===== config.mk =====
export PLATFORM = sky130hd
export DESIGN_NAME = matrix_transpose_stream
export DESIGN_NICKNAME = d
export VERILOG_FILES = /design/src/rtl/matrix_pkg.sv /design/src/rtl/matrix_index_counter.sv /design/src/rtl/matrix_transpose_stream.sv
export SDC_FILE = /design/constraint.sdc
export NUM_CORES = 1
export LEC_CHECK = 0
export CAP_MARGIN = 20
export CORE_MARGIN = 2
export CORE_UTILIZATION = 49
export DETAILED_ROUTE_END_ITERATION = 10
export PLACE_DENSITY_LB_ADDON = 0.2
export SLEW_MARGIN = 15
export SYNTH_ARGS = -nofsm -noshare
export SYNTH_HDL_FRONTEND = slang
export SYNTH_SLANG_ARGS = --single-unit

===== constraint.sdc =====
create_clock -name clk -period 1.91 [get_ports clk]
set_clock_uncertainty 0.2 [all_clocks]
set_input_delay 0.191 -clock clk [delete_from_list [all_inputs] [get_ports clk]]
set_output_delay 0.191 -clock clk [all_outputs]
set_load 0.005 [all_outputs]

===== src/rtl/matrix_pkg.sv =====
// Shared definitions for the matrix datapath blocks: FSM state type,
// default element width and a counter-width helper.
package matrix_pkg;

  typedef enum logic {
    ST_LOAD  = 1'b0,
    ST_DRAIN = 1'b1
  } state_t;

  localparam int unsigned MATRIX_W = 3;

  // Minimum of 1 bit so N=2 still gets a usable counter.
  function automatic int unsigned clog2(input int unsigned n);
    int unsigned w;
    w = 1;
    while ((32'd1 << w) < n) w++;
    return w;
  endfunction

endpackage


===== src/rtl/matrix_index_counter.sv =====
// Row-major (row, col) index pair over an NxN matrix; col is the fast index.
module matrix_index_counter
  import matrix_pkg::*;
#(
  parameter int unsigned N = 2
) (
  input  logic                clk,
  input  logic                rst_n,
  input  logic                inc,
  input  logic                clr,
  output logic [clog2(N)-1:0] row,
  output logic [clog2(N)-1:0] col,
  output logic                at_last
);

  localparam int unsigned      CW   = clog2(N);
  localparam logic [CW-1:0]    LAST = CW'(N - 1);

  always_ff @(posedge clk or negedge rst_n) begin
    if (!rst_n) begin
      row <= '0;
      col <= '0;
    end else if (clr) begin
      row <= '0;
      col <= '0;
    end else if (inc) begin
      if (col == LAST) begin
        col <= '0;
        row <= (row == LAST) ? '0 : row + CW'(1);
      end else begin
        col <= col + CW'(1);
      end
    end
  end

  always_comb at_last = (row == LAST) && (col == LAST);

endmodule


===== src/rtl/matrix_transpose_stream.sv =====
// Streaming NxN transposer: loads a matrix row-major into a register array,
// then drains it row-major either transposed or unchanged.
module matrix_transpose_stream
  import matrix_pkg::*;
#(
  parameter int unsigned N = 2,
  parameter int unsigned W = MATRIX_W
) (
  input  logic         clk,
  input  logic         rst_n,
  input  logic         flush,
  input  logic         mode_transpose,
  input  logic         in_valid,
  output logic         in_ready,
  input  logic [W-1:0] in_data,
  output logic         out_valid,
  input  logic         out_ready,
  output logic [W-1:0] out_data,
  output logic         out_last,
  output logic         busy
);

  localparam int unsigned CW = clog2(N);

  state_t        state;
  logic          mode_q;
  logic          busy_q;
  logic [W-1:0]  mem [N][N];
  logic [CW-1:0] row;
  logic [CW-1:0] col;
  logic          at_last;
  logic          in_hs;
  logic          out_hs;

  matrix_index_counter #(.N(N)) u_idx (
    .clk     (clk),
    .rst_n   (rst_n),
    .inc     (in_hs | out_hs),
    .clr     (flush),
    .row     (row),
    .col     (col),
    .at_last (at_last)
  );

  // flush gates both handshakes in the same cycle it is asserted.
  always_comb begin
    in_ready  = (state == ST_LOAD) && !flush;
    out_valid = (state == ST_DRAIN) && !flush;
    in_hs     = in_valid && in_ready;
    out_hs    = out_valid && out_ready;
    out_last  = (state == ST_DRAIN) && at_last;
    busy      = busy_q || in_hs;
    out_data  = mode_q ? mem[col][row] : mem[row][col];
  end

  always_ff @(posedge clk or negedge rst_n) begin
    if (!rst_n) begin
      state  <= ST_LOAD;
      mode_q <= 1'b0;
      busy_q <= 1'b0;
      for (int unsigned r = 0; r < N; r++)
        for (int unsigned c = 0; c < N; c++)
          mem[r][c] <= '0;
    end else if (flush) begin
      state  <= ST_LOAD;
      busy_q <= 1'b0;
    end else begin
      case (state)
        ST_LOAD: begin
          if (in_hs) begin
            mem[row][col] <= in_data;
            busy_q        <= 1'b1;
            if (row == '0 && col == '0) mode_q <= mode_transpose;
            if (at_last) state <= ST_DRAIN;
          end
        end
        ST_DRAIN: begin
          if (out_hs && at_last) begin
            state  <= ST_LOAD;
            busy_q <= 1'b0;
          end
        end
        default: state <= ST_LOAD;
      endcase
    end
  end

endmodule

-- Word-level counts from Yosys, hierarchy flattened
Cells that the tools add are included.
- $lt $le $gt $ge: 4
- add/subtract/negate cells: 2
- eq/ne operators: 2
- reductions and logical operators: 18
- multiplexer cells: 34
- bitwise operators: 7
- operator list (operator ; count):
    6-bit 2-to-1 mux ; 7
    3-bit 2-to-1 mux ; 8
    1-bit 2-to-1 mux ; 14
    12-bit bitwise mux ; 1
    1-bit logical AND ; 10
    6-bit demux with 1-bit select ; 1
    2-bit >= comparator, second input constant ; 2
    2-bit by 1-bit less-than comparator with 1-bit output, second input constant ; 2
    1-bit NOT ; 4
    1-bit NOT with 2-bit output ; 2
    1-bit case mux with 2 select lines ; 2
    2-bit AND reduction ; 2
    4-bit AND reduction ; 1
    2-bit nonzero test ; 2
    3-bit demux with 1-bit select ; 1
    3-bit by 2-bit != test with 1-bit output, second input constant ; 1
    3-bit != test, second input constant ; 1
    3-bit AND reduction ; 1
    1-bit adder, second input constant ; 2
    1-bit logical NOT ; 1
    1-bit logical OR ; 1
    1-bit bitwise OR ; 1
- flip-flop bits (word level): 17
- output and inout port bits: 7
- word-level logic and storage cells: 76

-- Longest topological paths before layout
- word-level depth: 8
- mapped depth: 4
- gate-level depth less buffers: 3

-- Hierarchy
A second synthesis with hierarchy kept.
- cell total of the unflattened synthesis: 76
- area, all modules: 909.6 um2
- modules (own cells, without submodules) (module ; cells an instance ; area an instance (um2) ; instances):
    matrix_transpose_stream ; 68 ; 813.3 ; 1
    matrix_index_counter ; 8 ; 96.3 ; 1

-- Worst setup path before layout
Ideal clock, no wire load.
- path kind: reg-to-reg
- from: register state
- to: register mem[0] (netlist name)
- slack: 0.354 ns
- setup time: 0.125 ns
- period minus slack after synthesis: 1.556 ns
- cell stages (with the launch flop): 5
- buffers on the path: 1
- arrival: 1.231 ns
- required time: 1.585 ns
- cells stage by stage: dfrtp_1 -> buf_2 -> nor3b_4 -> and2_1 -> mux2_2
- cells in the longest elaborated chain, start to end: 4
- RTL lines (element ; RTL line ; text):
    start, declared ; matrix_transpose_stream.sv:25 ; state_t state;
    start signal, assigned ; matrix_transpose_stream.sv:58 ; state <= ST_LOAD;
    start signal, assigned ; matrix_transpose_stream.sv:65 ; state <= ST_LOAD;
    start signal, assigned ; matrix_transpose_stream.sv:74 ; if (at_last) state <= ST_DRAIN;
    1-bit NOT (no line) (*) ; - ;
    1-bit logical AND ; matrix_transpose_stream.sv:47 ; in_ready = (state == ST_LOAD) && !flush;
    1-bit logical AND ; matrix_transpose_stream.sv:49 ; in_hs = in_valid && in_ready;
    3-bit AND reduction (no line) (*) ; - ;
    end signal, assigned by index ; matrix_transpose_stream.sv:71 ; mem[row][col] <= in_data;
    end, declared ; matrix_transpose_stream.sv:28 ; logic [W-1:0] mem [N][N];
Every way passes the cells marked *; elsewhere a longest branch is shown, timed or not.
A chain may end at the register's enable or synchronous reset.

-- Final worst setup path
- from: register mode_q
- to: output port out_data[1]
- cells in the longest elaborated chain, start to end: 1
- RTL lines (element ; RTL line ; text):
    start, declared ; matrix_transpose_stream.sv:26 ; logic mode_q;
    start signal, assigned ; matrix_transpose_stream.sv:73 ; if (row == '0 && col == '0) mode_q <= mode_transpose;
    3-bit 2-to-1 mux ; matrix_transpose_stream.sv:53 ; out_data = mode_q ? mem[col][row] : mem[row][col];
    end, declared ; matrix_transpose_stream.sv:18 ; output logic [W-1:0] out_data,
No other way between the ends.

==> results.yml <==
global_route:
  grt.overflow.total: 0
  grt_pass1_wl_um: 2960
  grt.total_usage_pct: 20.4
  antenna_found_initial: 0
  grt_pass1_vias: 649
  grt_start_max_net_pins: 18
die:
  die-area_um2: 2100
  die_h_um: 45.8
  num_rows: 15
  core_area_um2: 1690
  start_util_pct: 50.7
  ios: 16
  die_w_um: 45.8
sta:
  finalSetupViolCount: 0
  finalCritPeriodShare_pct: 99.8
  post-route-min-period_ns: 1.91
  hold_viol: 0
  rsz0062_at_grt: "yes"
  clock.fmax_mhz: 525
  slew_violations: 0
  worst_pin_slew_ns: 0.311
  fin_ws_ns: 0.00401
  relSlewSlack_pct: 79.2
setup_path:
  crit_type: "reg2out"
  arrival_ns: 1.51
  crit_start: "mode_q"
  worstPathRequired_ns: 1.52
  end_kind: "output port"
  startpoint_type: "register"
  rr_worst_depth: 5
  rr_startpoint: "state"
  rrSetupSlack_ns: 0.13
  cp_max_fo: 3
  worstReg2RegEnd: "mem[2]"
drt:
  num_vias: 671
  dr.pass1.iters: 4
  wl_per_cell_um: 15.3
  drcViolationCount: 0
  wirelength_um: 1810
  dr.first_iter.drc_count: 17
  avgViaCountPerCell: 5.69
  ant_nets: 0
cells_and_area:
  syn_to_final_growth_pct: 35.2
  fin_util_pct: 68.5
  nNetsFinal: 111
  nFillCells: 134
  n_antenna_cell: 0
  fin_area_um2: 1160
  drive_above_1_share_pct: 35.6
clock_tree:
  cts_buffers: 3
  root_buffer: "clkbuf_4"
  cts_tree: "done"
  max-clock-path-buffers: 2
  cts.sinks: 17
  path_clk_slew_ns: 0.09
  cts-hold-fix-buffers: 0
  clkLatencyLatePin_ns: 0.28
  ctsHtreeMaxLevel: 1
power:
  leakagePower_nw: 0.552
  ir_worst_vdd_mv: 0.659
  p_per_area_nw_per_um2: 883
  combPwrFrac_pct: 32.2
  sw_frac_of_total_pct: 28.6
  p_switching_w: 0.000292
  pwr-share-seq_pct: 49.5
  p_int_w: 0.000730
  p_clk_share_pct: 18.3
yosys:
  ys_types: 25
  synth_area_leader_cell: "dfrtp_1"
  synth_nets: 80
  ys_ff_latch: 17
  netlist_area_um2: 856
  syn-mean-instance-area_um2: 12.1
  synth_top_area_share_pct: 49.7
  netlist_top_cells_area: "dfrtp_1 (50%), mux2_2 (13%), mux2i_1 (8.2%)"
  synth_warnings: 0
  synthCells: 71
  synth_seq_area_share_pct: 49.7
placed_design:
  preCtsSetupSlack_ns: -0.000315
  placement.io_buffers: 15
  dp_hpwl_um: 1220
  place.gp.congestion: 0.746
  dpl_cell_area_um2: 1050
outcome:
  status: "completed"
hold_path:
  hp-class: "in2async"
flow_run:
  maxCapViolations: 0
-- layout by cell type (no fill, tap or decap), drive strengths merged, types with 3 or more instances in the layout --
cell            n
a21oi           3
buf            15
clkbuf          4
clkdlybuf4s50   9
dfrtp          17
mux2           13
mux2i           7
nand2           3
nand2b          3
nor2            3
-- timing repair --
item | in CTS | in global routing
endpoints found under the setup margin | 4 | 5
gates cloned | 0 | 0
setup buffers | 8 | 0
pin swaps | 4 | 1
endpoints found under the hold margin | 0 | 0
resized for setup | 18 | 4
-- layer usage --
layer | part of all wire (%) | GRT usage, %
met3 | 4.0 | 7.54
met2 | 48 | 30.7
met4 | 0.33 | 4.00
met5 | 0 | 0
met1 | 47 | 28.5
-- worst max-delay path, stage by stage (launching register included) --
cell and delay, ns:
dfrtp_2 0.44, buf_6 0.12, mux2i_1 0.17, o22ai_1 0.10, a221o_1 0.26, buf_2 0.13
-- how the worst max path moves through the flow --
stage | endpoint | slack, ns | depth (start not counted)
final | out_data[1] | 0.004 | 5
after global routing | out_data[1] | -0.08 | 5
after CTS | out_data[1] | -0.01 | 5
after detailed placement | mem[1] | -0.0003 | 5
after global placement | out_data[1] | 0.002 | 4
after floorplan | mem[0] | 0.35 | 4
-- per-stage QoR --
step                  TNS, ns  instances  power [W]  hold WS [ns]
global placement            0        106   0.000803         0.290
finish                      0        118    0.00102        0.0116
detailed placement  -0.000315        106   0.000811         0.299
floorplan                   0         71   0.000683        -0.305
CTS                   -0.0180        118    0.00102        0.0197
global route           -0.180        118    0.00109        0.0209
-- cell type report --
class / count / area (µm²) / area share [%]
clock buffers: 4 / 26.3 / 2.27
inverters: 1 / 3.75 / 0.324
repair buffers: 28 / 249 / 21.5
flip-flops and latches: 17 / 430 / 37.2
well taps: 17 / 21.3 / 1.84
multi-input cells: 51 / 427 / 36.9
-- cell usage after synthesis --
library cell / instances
a21oi_1: 3
a221o_1: 2
a22oi_1: 1
and2_1: 2
and3_1: 1
buf_2: 2
dfrtp_1: 17
inv_1: 1
mux2_1: 3
mux2_2: 10
mux2i_1: 7
nand2_1: 3
nand2b_1: 3
nand3_1: 2
nand3b_1: 1
nor2_1: 3
nor2b_1: 1
nor3b_4: 1
o21ai_0: 1
o21bai_1: 1
o221ai_1: 1
o22ai_1: 2
or2_2: 1
or3_1: 1
xnor2_1: 1
-- power groups by stage --
stage          clock network [W]  logic, W  registers (W)
2_1_floorplan                  0  0.000193       0.000490
3_3_place_gp                   0  0.000291       0.000512
3_5_place_dp                   0  0.000296       0.000516
4_1_cts                 0.000194  0.000324       0.000503
5_1_grt                 0.000215  0.000356       0.000521
6_report                0.000187  0.000329       0.000506
-- cell families after synthesis --
| kind of cell | share of synthesized area (%) |
|---|---|
| XOR/XNOR | 1.02 |
| multiplexers | 25.3 |
| flip-flops | 49.7 |
| buffers and inverters | 1.61 |
| AO/OA/AOI/OAI | 8.92 |
| AND/OR/NAND/NOR | 13.5 |
-- state kept, by name (all words and copies together), names as in the netlist --
signal,count
busy_q,1
state,1
mode_q,1
u_idx.row,1
u_idx.col,1
mem,12
Power figures use the tool's default switching activity.
